<file path="config.mk">
export PLATFORM = sky130hd
export DESIGN_NAME = macrocell_cfg_loader
export DESIGN_NICKNAME = d
export VERILOG_FILES = /design/src/rtl/macrocell_cfg_loader.sv
export SDC_FILE = /design/constraint.sdc
export NUM_CORES = 1
export LEC_CHECK = 0
export CORE_UTILIZATION = 40
export CTS_CLUSTER_DIAMETER = 50
export DETAILED_ROUTE_END_ITERATION = 7
export DONT_BUFFER_PORTS = 1
export PLACE_DENSITY = 0.51
export SLEW_MARGIN = 40
export SYNTH_ARGS = -nofsm -noshare
export SYNTH_HDL_FRONTEND = slang
export SYNTH_SLANG_ARGS = --single-unit
export TNS_END_PERCENT = 1
</file>
<file path="constraint.sdc">
create_clock -name clk_v -period 4.2 [get_ports clk_v]
set_clock_uncertainty 0.2 [all_clocks]
set_input_delay 0.42 -clock clk_v [delete_from_list [all_inputs] [get_ports clk_v]]
set_output_delay 0.42 -clock clk_v [all_outputs]
set_load 0.005 [all_outputs]
</file>
<file path="src/rtl/macrocell_cfg_loader.sv">
// Serial configuration loader for macrocell.
// Bits are shifted into a shadow register. After the full frame arrives, the
// parity is checked. On a pass, the first 21 bits are committed atomically to
// the held mux selects, so macrocell never sees a half-loaded configuration.
module macrocell_cfg_loader #(
  parameter int FRAME_BITS = 22
) (
  input  logic       clk_v,
  input  logic       rstn_v,
  input  logic       cfg_start_v,
  input  logic       cfg_valid_v,
  input  logic       cfg_bit_v,
  output logic       pt1_mux,
  output logic       pt2_mux,
  output logic       pt3_mux,
  output logic       pt4_mux,
  output logic       pt5_mux,
  output logic       gclr_mux,
  output logic       pt4_func_mux,
  output logic       pt5_func_mux,
  output logic       xor_a_mux,
  output logic       xor_b_mux,
  output logic       xor_inv_mux,
  output logic       d_mux,
  output logic       dfast_mux,
  output logic       storage_mux,
  output logic       fb_mux,
  output logic       o_mux,
  output logic [0:2] oe_mux,
  output logic [0:1] gclk_mux,
  output logic       cfg_busy_v,
  output logic       cfg_done_v,
  output logic       cfg_err_v
);

  localparam int         CFG_BITS = FRAME_BITS - 1;
  localparam logic [4:0] LAST_IDX = 5'(FRAME_BITS - 1);

  typedef enum logic [1:0] {IDLE, SHIFT, CHECK} state_t;

  state_t                state_q, state_d;
  logic [4:0]            cnt_q, cnt_d;
  logic [FRAME_BITS-1:0] shadow_q, shadow_d;
  logic [CFG_BITS-1:0]   act_q, act_d;
  logic                  done_q, done_d;
  logic                  err_q, err_d;

  // State register and datapath flops, synchronous active-low reset
  always_ff @(posedge clk_v) begin
    if (!rstn_v) begin
      state_q  <= IDLE;
      cnt_q    <= '0;
      shadow_q <= '0;
      act_q    <= '0;
      done_q   <= 1'b0;
      err_q    <= 1'b0;
    end else begin
      state_q  <= state_d;
      cnt_q    <= cnt_d;
      shadow_q <= shadow_d;
      act_q    <= act_d;
      done_q   <= done_d;
      err_q    <= err_d;
    end
  end

  // Next state: frame reception, parity check and atomic commit
  always_comb begin
    state_d  = state_q;
    cnt_d    = cnt_q;
    shadow_d = shadow_q;
    act_d    = act_q;
    done_d   = 1'b0;
    err_d    = err_q;
    case (state_q)
      IDLE: begin
        // A valid bit that arrives together with start is not captured
        if (cfg_start_v) begin
          shadow_d = '0;
          cnt_d    = '0;
          err_d    = 1'b0;
          state_d  = SHIFT;
        end
      end
      SHIFT: begin
        if (cfg_start_v) begin
          // Restart: the bit in this cycle is dropped
          shadow_d = '0;
          cnt_d    = '0;
          err_d    = 1'b0;
        end else if (cfg_valid_v) begin
          shadow_d[cnt_q] = cfg_bit_v;
          if (cnt_q == LAST_IDX) begin
            cnt_d   = '0;
            state_d = CHECK;
          end else begin
            cnt_d = cnt_q + 5'd1;
          end
        end
      end
      CHECK: begin
        // Even parity over the whole frame, including the parity bit
        if (^shadow_q == 1'b0) begin
          act_d  = shadow_q[CFG_BITS-1:0];
          done_d = 1'b1;
        end else begin
          err_d = 1'b1;
        end
        state_d = IDLE;
      end
      default: state_d = IDLE;
    endcase
  end

  // Outputs: held selects in frame order, plus status flags
  always_comb begin
    pt1_mux      = act_q[0];
    pt2_mux      = act_q[1];
    pt3_mux      = act_q[2];
    pt4_mux      = act_q[3];
    pt5_mux      = act_q[4];
    gclr_mux     = act_q[5];
    pt4_func_mux = act_q[6];
    pt5_func_mux = act_q[7];
    xor_a_mux    = act_q[8];
    xor_b_mux    = act_q[9];
    xor_inv_mux  = act_q[10];
    d_mux        = act_q[11];
    dfast_mux    = act_q[12];
    storage_mux  = act_q[13];
    fb_mux       = act_q[14];
    o_mux        = act_q[15];
    oe_mux       = {act_q[16], act_q[17], act_q[18]};
    gclk_mux     = {act_q[19], act_q[20]};
    cfg_busy_v   = (state_q != IDLE);
    cfg_done_v   = done_q;
    cfg_err_v    = err_q;
  end

endmodule

</file>
==> impl_metrics.py, run 1 <==
metrics = {
    "sta": {
        "final_min_period_over_clock_period": 0.610,
        "slew_viol_final": 0,
        "period_needed_ps": 2560,
        "grt_setup_unrepaired": "false",
        "hold_violations": 0,
        "post-route-worst-setup-slack_ps": 1640,
        "finalSetupTns_ps": 0,
        "max_clock_freq_mhz": 391,
        "max_slew.worst_pin.slew_ps": 535,
        "timing.final.setup_violations": 0,
        "worst_slew_margin_rel": 0.636,
    },
    "placement": {
        "detailedPlacementHpwl_um": 3550,
        "buffer_ports.inserted": 0,
        "routabilityCongestion": 0.775,
        "placement.setup.worst_slack_ps": 1640,
        "dp_cells": 359,
    },
    "clock_tree": {
        "clock_sinks": 52,
        "cts.path.max_buffers": 2,
        "cts_tree": "built",
        "clock_latency_ps": 300,
        "htreeDepth": 2,
        "cts-root-buf": "sky130_fd_sc_hd__clkbuf_8",
        "ctsResizeCount": 0,
        "cts_hold_repair.buffers": 0,
        "clk_transition_reported_paths_ps": 90,
        "cts-buffers-inserted": 5,
        "post-cts-setup-buffer-count": 0,
    },
    "global_routing": {
        "maximum_number_of_pins_on_one_net_before_global_route_repair": 71,
        "grt_overflow": 0,
        "grt_use_total": 0.179,
        "grt_pass1_wl_um": 8930,
        "grt_pass1_vias": 1682,
        "number_of_antenna_violations_at_the_first_check_in_global_routing": 0,
    },
    "layout": {
        "num-fill-cells": 624,
        "sequential_cell_area_mm2": 0.00104,
        "number_of_nets_at_the_end_of_the_flow": 300,
        "finish.cell_count_without_fillers": 367,
        "layout.core_utilization": 0.444,
        "num_antenna_cells": 0,
        "final_layout_size_suffix_gt1_frac": 0.0548,
        "footprint_of_the_multi_input_gates_mm2": 0.00138,
        "synthToLayoutAreaGrowth_pct": 5.46,
    },
    "route": {
        "wl_per_cell_um": 14.9,
        "routed-via-count": 1917,
        "initialDrtViolationCount": 142,
        "wl_um": 5450,
        "first_pass_iters": 4,
        "drt.antenna.violating_nets": 0,
        "route.detailed.drc": 0,
        "viasPerCell": 5.22,
    },
    "power": {
        "p_leak_uw": 0.000898,
        "vdd_drop_max_mv": 0.134,
        "power.sequential.fraction": 0.571,
        "cellPowerDensity_mw_per_mm2": 328,
        "cellInternalPower_uw": 682,
        "switching_share": 0.217,
        "comb_power_share": 0.038,
        "net-switching-power_uw": 189,
        "power.clock.fraction": 0.391,
    },
    "synth": {
        "synth_edf_count": 0,
        "netlist_instances": 301,
        "synth.avg_cell_area_um2": 8.37,
        "synthArstFlopShare": 0,
        "netlist_area_mm2": 0.00252,
        "synth_ff_type": "sky130_fd_sc_hd__dfxtp_1",
        "yosys_warnings": 0,
        "synth_cell_type_count": 31,
        "synth.yosys.seq_area_share": 0.413,
        "synth_seq_cells": 52,
        "synth.net_count": 310,
    },
    "die": {
        "initial_core_util": 0.421,
        "floorplan.die.height_um": 81.4,
        "die-width_um": 81.4,
        "die_area_mm2": 0.00662,
        "core.rowCount": 28,
        "core_mm2": 0.00599,
        "floorplan.io_pins": 29,
    },
    "status": {
        "result_of_the_run": "complete, no violations",
    },
    "setup_path": {
        "timing.critical_path.from_type": "flop",
        "path_class": "flop to flop",
        "timing.critical_path.to_type": "flop",
        "critPathArrivalTime_ps": 2590,
        "critical_path.max_fanout": 13,
        "worst-endpoint-required_ps": 4230,
    },
    "flow_run": {
        "timing.max_cap.violations": 0,
    },
    "min_path": {
        "hold_path.class": "input pin to flop",
    },
}
[worst max-delay path, stage by stage (launching register included)]
cell and delay [ps]:
sky130_fd_sc_hd__dfxtp_1 340, sky130_fd_sc_hd__xnor2_1 250, sky130_fd_sc_hd__xnor2_1 120, sky130_fd_sc_hd__xnor2_1 350, sky130_fd_sc_hd__xnor2_2 190, sky130_fd_sc_hd__mux2i_4 550, sky130_fd_sc_hd__buf_6 270, sky130_fd_sc_hd__mux2i_1 200
[cell usage after synthesis, types with 2 or more instances]
cell type | number | area share
sky130_fd_sc_hd__nand2_1 | 56 | 0.083
sky130_fd_sc_hd__dfxtp_1 | 52 | 0.41
sky130_fd_sc_hd__o21ai_0 | 42 | 0.083
sky130_fd_sc_hd__a21oi_1 | 24 | 0.048
sky130_fd_sc_hd__and2_1 | 23 | 0.057
sky130_fd_sc_hd__mux2i_1 | 21 | 0.083
sky130_fd_sc_hd__clkbuf_1 | 17 | 0.025
sky130_fd_sc_hd__xnor2_1 | 17 | 0.059
sky130_fd_sc_hd__nor2_1 | 8 | 0.012
sky130_fd_sc_hd__xor2_1 | 6 | 0.021
sky130_fd_sc_hd__ha_1 | 4 | 0.020
sky130_fd_sc_hd__inv_1 | 3 | 0.0045
sky130_fd_sc_hd__nor2b_1 | 3 | 0.0074
sky130_fd_sc_hd__nor3b_1 | 3 | 0.0089
sky130_fd_sc_hd__or2_2 | 3 | 0.0074
sky130_fd_sc_hd__buf_6 | 2 | 0.0089
sky130_fd_sc_hd__nand4_1 | 2 | 0.0050
sky130_fd_sc_hd__or3b_2 | 2 | 0.0070
[kinds of logic after synthesis]
| logic type | Yosys count | share of synthesized area |
|---|---|---|
| flip-flops | 52 | 0.413 |
| multiplexers | 22 | 0.0924 |
| XOR/XNOR | 24 | 0.0864 |
| AO/OA/AOI/OAI | 70 | 0.143 |
| adder cells (fa/ha/maj) | 4 | 0.0199 |
| AND/OR/NAND/NOR | 107 | 0.207 |
| buffers and inverters | 22 | 0.0387 |
[cell type report]
class                      instances  share of cell area
clock buffer                       6              0.0273
multi-input combinational        227               0.520
tap                               75              0.0353
clock inverter                     2              0.0132
sequential                        52               0.392
timing repair buffer               2             0.00847
inverter                           3             0.00424
[routing by layer]
metal | up-vias | share of wire | routed length (um) | track usage
met5 | - | 0 | 0 | 0
met1 | 901 | 0.52 | 2830 | 0.265
li1 | 978 | - | - | -
met2 | 32 | 0.44 | 2400 | 0.258
met3 | 6 | 0.032 | 177 | 0.0371
met4 | 0 | 0.0088 | 48 | 0.0482
[layout by cell type (no fill, tap or decap)]
| master | netlist | routed |
|---|---|---|
| sky130_fd_sc_hd__nand3b_1 | 1 | 1 |
| sky130_fd_sc_hd__mux2i_4 | 1 | 1 |
| sky130_fd_sc_hd__o21ai_0 | 42 | 42 |
| sky130_fd_sc_hd__nand3_1 | 1 | 1 |
| sky130_fd_sc_hd__ha_1 | 4 | 4 |
| sky130_fd_sc_hd__a21oi_1 | 24 | 24 |
| sky130_fd_sc_hd__a21boi_0 | 1 | 1 |
| sky130_fd_sc_hd__or3_1 | 1 | 1 |
| sky130_fd_sc_hd__or2_2 | 3 | 3 |
| sky130_fd_sc_hd__clkinv_2 | 0 | 1 |
| sky130_fd_sc_hd__or3b_1 | 1 | 1 |
| sky130_fd_sc_hd__clkbuf_8 | 0 | 5 |
| sky130_fd_sc_hd__nand4_1 | 2 | 2 |
| sky130_fd_sc_hd__bufinv_16 | 0 | 1 |
| sky130_fd_sc_hd__and2_1 | 23 | 23 |
| sky130_fd_sc_hd__nor3b_1 | 3 | 3 |
| sky130_fd_sc_hd__clkbuf_1 | 17 | 1 |
| sky130_fd_sc_hd__a32oi_1 | 1 | 1 |
| sky130_fd_sc_hd__or3b_2 | 2 | 2 |
| sky130_fd_sc_hd__and3b_1 | 1 | 1 |
| sky130_fd_sc_hd__nor2b_1 | 3 | 3 |
| sky130_fd_sc_hd__xor2_1 | 6 | 6 |
| sky130_fd_sc_hd__inv_1 | 3 | 3 |
| sky130_fd_sc_hd__xnor2_1 | 17 | 17 |
| sky130_fd_sc_hd__nand2_1 | 56 | 56 |
| sky130_fd_sc_hd__nor2_1 | 8 | 8 |
| sky130_fd_sc_hd__and3_1 | 1 | 1 |
| sky130_fd_sc_hd__buf_6 | 2 | 2 |
| sky130_fd_sc_hd__o21ai_1 | 1 | 1 |
| sky130_fd_sc_hd__o211ai_1 | 1 | 1 |
| sky130_fd_sc_hd__mux2i_1 | 21 | 21 |
| sky130_fd_sc_hd__dfxtp_1 | 52 | 52 |
| sky130_fd_sc_hd__nor3_1 | 1 | 1 |
| sky130_fd_sc_hd__xnor2_2 | 1 | 1 |
[power groups by stage]
| stage | Combinational, uW | Clock [uW] | Sequential (uW) |
|---|---|---|---|
| detailed placement | 32.4 | 0 | 509 |
| finish | 32.8 | 341 | 497 |
| floorplan | 32.0 | 0 | 508 |
| global placement | 31.5 | 0 | 509 |
| global route | 36.5 | 377 | 498 |
| CTS | 32.5 | 355 | 497 |
[metrics by stage]
stage	cell area (um2)	total power (uW)	hold WS, ps
finish	2660	871	42.3
floorplan	2520	540	251
detailed placement	2550	541	264
global placement	2530	540	263
CTS	2660	884	24.3
global route	2660	911	26.2
[worst paths after layout]
path / startpoint / to / slack [ps] / cells past startpoint
worst max register to register: shadow_q[13] / act_q[10] / 1640 / 7
worst min-delay path: rstn_v / shadow_q[6] / 40 / 1
worst min register to register: act_q[17] / act_q[17] / 280 / 2
worst max-delay path: shadow_q[13] / act_q[10] / 1640 / 7
[state kept, by name (all words and copies together) (netlist names)]
| name | cells |
|---|---|
| act_q | 21 |
| cfg_done_v | 1 |
| cfg_err_v | 1 |
| cnt_q | 5 |
| shadow_q | 22 |
| state_q | 2 |
Note: power is estimated with default switching activity, not from simulation.
==> run 2: changes to the inputs <==
PLACE_DENSITY = 0.53   (was 0.51)
clock period = 2.3 ns   (was 4.2 ns; I/O delays follow)
==> run 2 against run 1 <==
Against the previous run:
- combinational power rose to 2.6 times the previous value
- clock power rose by 61%
- via count rose by 4.7%
- global-route usage rose by 0.78 points
- fmax rose by 12%
- core utilization rose by 3.9 points
- final area rose by 8.9%
==> impl_metrics.py, run 2 (same netlist as run 1, synthesis figures left out) <==
metrics = {
    "setup_path": {
        "timing.critical_path.to_type": "flop",
        "timing.critical_path.from_type": "flop",
        "path_cells": "xor2_2, xnor2_2, xnor2_2, or3b_4, mux2i_4, buf_12, mux2i_2",
        "setup.reg_to_reg.worst_slack_ps": 20,
        "path_class": "flop to flop",
        "worst_path_most_repeated_cell": "sky130_fd_sc_hd__xnor2_2",
        "worst-path-buf-inv": 1,
        "cpLargestDelayFamily": "multiplexers",
        "worst-endpoint-required_ps": 2330,
        "critPathArrivalTime_ps": 2310,
        "slowest_cell_on_the_critical_path": "sky130_fd_sc_hd__or3b_4",
        "critical_path.max_fanout": 5,
        "path_depth": 7,
        "r2r_cells": 7,
        "cp_slowest_stage_delay_ps": 400,
    },
    "power": {
        "power.clock.fraction": 0.356,
        "cellPowerDensity_mw_per_mm2": 532,
        "switching_share": 0.237,
        "comb_power_share": 0.055,
        "power.sequential.fraction": 0.588,
        "vdd_drop_max_mv": 0.290,
        "p_leak_uw": 0.00101,
        "cellInternalPower_uw": 1170,
        "net-switching-power_uw": 366,
    },
    "layout": {
        "layout.cells.most_common": "sky130_fd_sc_hd__nand2_1",
        "largest_register_ffs": 22,
        "synthToLayoutAreaGrowth_pct": 14.8,
        "layout.core_utilization": 0.483,
        "final_layout_size_suffix_gt1_frac": 0.156,
        "num_antenna_cells": 0,
        "finalInstanceArea_mm2": 0.00289,
        "number_of_nets_at_the_end_of_the_flow": 310,
        "max_flop_register": "shadow_q",
        "top_regs": "shadow_q: 22 flops, act_q: 21 flops, cnt_q: 5 flops",
        "most-common-layout-cells": "56 x sky130_fd_sc_hd__nand2_1, 42 x sky130_fd_sc_hd__o21ai_0, 41 x sky130_fd_sc_hd__dfxtp_1",
    },
    "sta": {
        "timing.final.setup_violations": 0,
        "period_needed_ps": 2280,
        "slew_viol_final": 0,
        "worst_slew_margin_rel": 0.708,
        "max_clock_freq_mhz": 439,
        "hold_violations": 0,
        "final_min_period_over_clock_period": 0.990,
        "max_slew.worst_pin.slew_ps": 437,
    },
    "die": {
        "core_mm2": 0.00599,
        "core.rowCount": 28,
        "floorplan.io_pins": 29,
        "die-width_um": 81.4,
        "floorplan.die.height_um": 81.4,
        "die_area_mm2": 0.00662,
        "initial_core_util": 0.421,
    },
    "placement": {
        "buffer_ports.inserted": 0,
        "routabilityCongestion": 0.791,
        "detailedPlacementHpwl_um": 3640,
        "placedInstanceArea_mm2": 0.00256,
    },
    "global_routing": {
        "number_of_antenna_violations_at_the_first_check_in_global_routing": 0,
        "globalRoute.busiestLayer": "met2",
        "grt_overflow": 0,
        "grt_pass1_vias": 1836,
        "use_met3": 0.0382,
        "grt_use_total": 0.187,
        "maximum_number_of_pins_on_one_net_before_global_route_repair": 71,
        "groute.layer.met1.usage": 0.250,
        "global_route.usage.met2": 0.290,
        "grt_pass1_wl_um": 9120,
    },
    "clock_tree": {
        "clk_transition_reported_paths_ps": 90,
        "htreeDepth": 2,
        "cts.path.max_buffers": 2,
        "cts-root-buf": "sky130_fd_sc_hd__clkbuf_8",
        "cts_tree": "built",
        "cts-buffers-inserted": 5,
        "clock_sinks": 52,
        "clock_latency_ps": 310,
    },
    "route": {
        "viasPerCell": 5.32,
        "drt.antenna.violating_nets": 0,
        "first_pass_iters": 4,
        "routed-via-count": 2007,
        "route.detailed.drc": 0,
        "initialDrtViolationCount": 125,
        "wl_um": 5950,
        "wl_per_cell_um": 15.8,
    },
    "flow_run": {
        "timing.max_cap.violations": 0,
    },
    "min_path": {
        "hold_path.class": "input pin to flop",
        "hold_path_depth": 4,
    },
    "status": {
        "result_of_the_run": "complete, no violations",
    },
}
==> run 2: cell types whose count changed in the layout (fill, tap and decap cells not counted), moves of 3 or more <==
cell,previous run,this run
sky130_fd_sc_hd__buf_4,0,5
sky130_fd_sc_hd__dlygate4sd3_1,0,3
sky130_fd_sc_hd__xnor2_1,17,7
sky130_fd_sc_hd__xnor2_2,1,11
sky130_fd_sc_hd__dfxtp_1,52,41
sky130_fd_sc_hd__dfxtp_2,0,9
==> run 2: layout make-up <==
class | count | area, um2
Fill cell | 602 | 3100
Multi-Input combinational cell | 227 | 1470
Sequential cell | 52 | 1060
Timing Repair Buffer | 12 | 165
Tap cell | 75 | 93.8
Clock buffer | 7 | 86.3
Inverter | 3 | 11.3
Clock inverter | 1 | 7.51
==> run 2: layer usage <==
layer	part of all wire	vias to the layer above	routed length (um)
li1	-	1007	-
met1	0.48	952	2830
met2	0.47	41	2830
met3	0.034	7	205
met4	0.015	0	91
met5	0	-	0
==> run 2: worst paths after layout <==
check	startpoint	to
min	cfg_valid_v	shadow_q[20]
max	shadow_q[2]	act_q[11]
min reg2reg	act_q[14]	act_q[14]
max reg2reg	shadow_q[2]	act_q[11]
==> run 2: repair_timing <==
| action | CTS | global route |
|---|---|---|
| hold buffers | 4 | 0 |
| endpoints found under the setup margin | 0 | 4 |
| endpoints found under the hold margin | 52 | 0 |
| gates resized for setup | 0 | 26 |
| setup buffers | 0 | 3 |
==> run 2: power groups by stage <==
stage                     logic (uW)  registers (uW)  clock network, uW
after floorplan                 58.5             928                  0
after global placement          57.7             929                  0
after detailed placement        57.9             929                  0
after CTS                       84.1             908                569
after global routing            94.8             907                599
final                           85.3             906                548
==> run 2: metrics by stage <==
step	TNS, ps	instances	hold slack [ps]	setup slack, ps	power, uW
after floorplan	0	301	176	290	986
after global placement	0	360	158	142	987
after detailed placement	0	360	159	71.7	987
after CTS	0	372	27.5	43.4	1560
after global routing	-21.8	377	88.5	-6.29	1600
final	0	377	38.7	21.9	1540
==> run 2: worst register-to-register path, delay by kind of cell, from the launching register on <==
family	cells	cell delay, ps
xor+xnor	3	490
buf+inv	1	180
flops	1	360
mux	2	560
simple gates	1	400
==> run 3: changes to the inputs <==
CORE_MARGIN = 5   (was not set)
REMOVE_ABC_BUFFERS = 1   (was not set)
==> run 3 against run 2 <==
Against the previous run:
- routed wire length down 4.4%
- cell count fell by 1.1%
- total power up 0.82%
- sequential share of layout area increased by 1.5 points
- fmax up 6.4%
- worst setup slack better by 140 ps
- global-route usage down 3.4 points
==> impl_metrics.py, run 3 (same netlist as run 1, synthesis figures left out) <==
metrics = {
    "clock_tree": {
        "cts.path.max_buffers": 2,
        "post-cts-setup-buffer-count": 0,
        "htreeDepth": 2,
        "clk_transition_reported_paths_ps": 90,
        "clock_sinks": 52,
        "cts-buffers-inserted": 5,
        "cts_tree": "built",
        "cts-root-buf": "sky130_fd_sc_hd__clkbuf_8",
        "clock_latency_ps": 310,
    },
    "setup_path": {
        "worst_path_most_repeated_cell": "sky130_fd_sc_hd__xnor2_1",
        "cp_slowest_stage_delay_ps": 400,
        "path_cells": "xor2_1, xnor2_1, xnor2_1, or3b_1, mux2i_4, buf_4, mux2i_1",
        "path_class": "flop to flop",
        "cpLargestDelayFamily": "XOR/XNOR gates",
        "timing.critical_path.to_type": "flop",
        "critPathArrivalTime_ps": 2180,
        "critical_path.max_fanout": 8,
        "slowest_cell_on_the_critical_path": "sky130_fd_sc_hd__or3b_1",
        "worst-path-buf-inv": 1,
        "worst-endpoint-required_ps": 2340,
        "timing.critical_path.from_type": "flop",
    },
    "placement": {
        "buffer_ports.inserted": 0,
        "detailedPlacementHpwl_um": 3760,
        "routabilityCongestion": 0.822,
    },
    "power": {
        "p_leak_uw": 0.000941,
        "vdd_drop_max_mv": 0.286,
        "cellPowerDensity_mw_per_mm2": 568,
        "fin_total_pwr_uw": 1550,
    },
    "layout": {
        "top_regs": "shadow_q: 22 flops, act_q: 21 flops, cnt_q: 5 flops",
        "num-fill-cells": 646,
        "num_antenna_cells": 0,
        "number_of_nets_at_the_end_of_the_flow": 305,
        "largest_register_ffs": 22,
        "synthToLayoutAreaGrowth_pct": 8.49,
        "final_layout_size_suffix_gt1_frac": 0.0676,
        "max_flop_register": "shadow_q",
        "most-common-layout-cells": "56 x sky130_fd_sc_hd__nand2_1, 52 x sky130_fd_sc_hd__dfxtp_1, 42 x sky130_fd_sc_hd__o21ai_0",
        "layout.cells.most_common": "sky130_fd_sc_hd__nand2_1",
    },
    "sta": {
        "max_clock_freq_mhz": 467,
        "hold_slack_ps": 69.3,
        "worst_slew_margin_rel": 0.634,
        "finalSetupTns_ps": 0,
        "period_needed_ps": 2140,
        "max_slew.worst_pin.slew_ps": 548,
        "slew_viol_final": 0,
        "hold_violations": 0,
        "timing.final.setup_violations": 0,
        "final_min_period_over_clock_period": 0.931,
        "grt_setup_unrepaired": "false",
    },
    "route": {
        "wl_um": 5690,
        "wl_per_cell_um": 15.3,
        "first_pass_iters": 4,
        "routed-via-count": 1946,
        "drt.antenna.violating_nets": 0,
        "viasPerCell": 5.22,
        "initialDrtViolationCount": 81,
        "route.detailed.drc": 0,
    },
    "die": {
        "die_area_mm2": 0.00799,
        "floorplan.io_pins": 29,
        "floorplan.die.height_um": 89.4,
        "die-width_um": 89.4,
        "core.rowCount": 29,
        "initial_core_util": 0.404,
        "core_mm2": 0.00624,
    },
    "global_routing": {
        "grt_use_total": 0.153,
        "grt_overflow": 0,
        "maximum_number_of_pins_on_one_net_before_global_route_repair": 71,
        "grt_pass1_vias": 1884,
        "grt_pass1_wl_um": 9410,
        "number_of_antenna_violations_at_the_first_check_in_global_routing": 0,
    },
    "min_path": {
        "hold_path.class": "input pin to flop",
    },
    "flow_run": {
        "timing.max_cap.violations": 0,
    },
    "status": {
        "result_of_the_run": "complete, no violations",
    },
}
run 3: worst min-delay path: stages:
cell                       delay [ps]
sky130_fd_sc_hd__nand2_1           40
sky130_fd_sc_hd__nor2_1            90
sky130_fd_sc_hd__nand3_1          100
sky130_fd_sc_hd__a21boi_0          70
run 3: final timing paths:
kind,to,cells after the start,from,slack [ps]
setup / recovery,act_q[12],7,shadow_q[3],160
hold / removal,shadow_q[20],4,cfg_valid_v,70
setup reg to reg,act_q[12],7,shadow_q[3],160
hold reg to reg,act_q[4],2,act_q[4],280
run 3: final cells by class:
cell class,instances,area [um2],share of cell area
Multi-Input combinational cell,227,1400,0.511
Sequential cell,52,1040,0.381
Clock buffer,7,96.3,0.0352
Tap cell,77,96.3,0.0352
Timing Repair Buffer,7,92.6,0.0339
Inverter,3,11.3,0.00412
run 3: layer usage:
| layer | vias to the layer above | part of all wire | track usage |
|---|---|---|---|
| li1 | 996 | - | - |
| met1 | 910 | 0.48 | 0.201 |
| met2 | 33 | 0.45 | 0.232 |
| met3 | 7 | 0.054 | 0.0470 |
| met4 | 0 | 0.014 | 0.0609 |
| met5 | - | 0 | 0 |
run 3: per-stage QoR:
stage                     std cells  utilization  worst slack, ps  instance area (um2)
after detailed placement        362        0.411              164                 2560
final                           373        0.438              160                 2730
after global routing            373        0.438             3.50                 2730
after CTS                       373        0.436              126                 2720
after floorplan                 282            -             10.7                 2430
after global placement          362        0.411              183                 2560
run 3: report_power, final:
group / total [uW] / internal, uW / switching (uW)
clock network: 560 / 269 / 291
logic: 84.0 / 27.6 / 56.3
registers: 908 / 903 / 4.91
total: 1550 / 1200 / 353
run 3: what timing repair did:
item                                   4_1_cts  5_1_grt
gates resized for setup                      0        2
setup endpoints to repair                    0        6
endpoints found under the hold margin       52        0
hold buffers                                 4        0
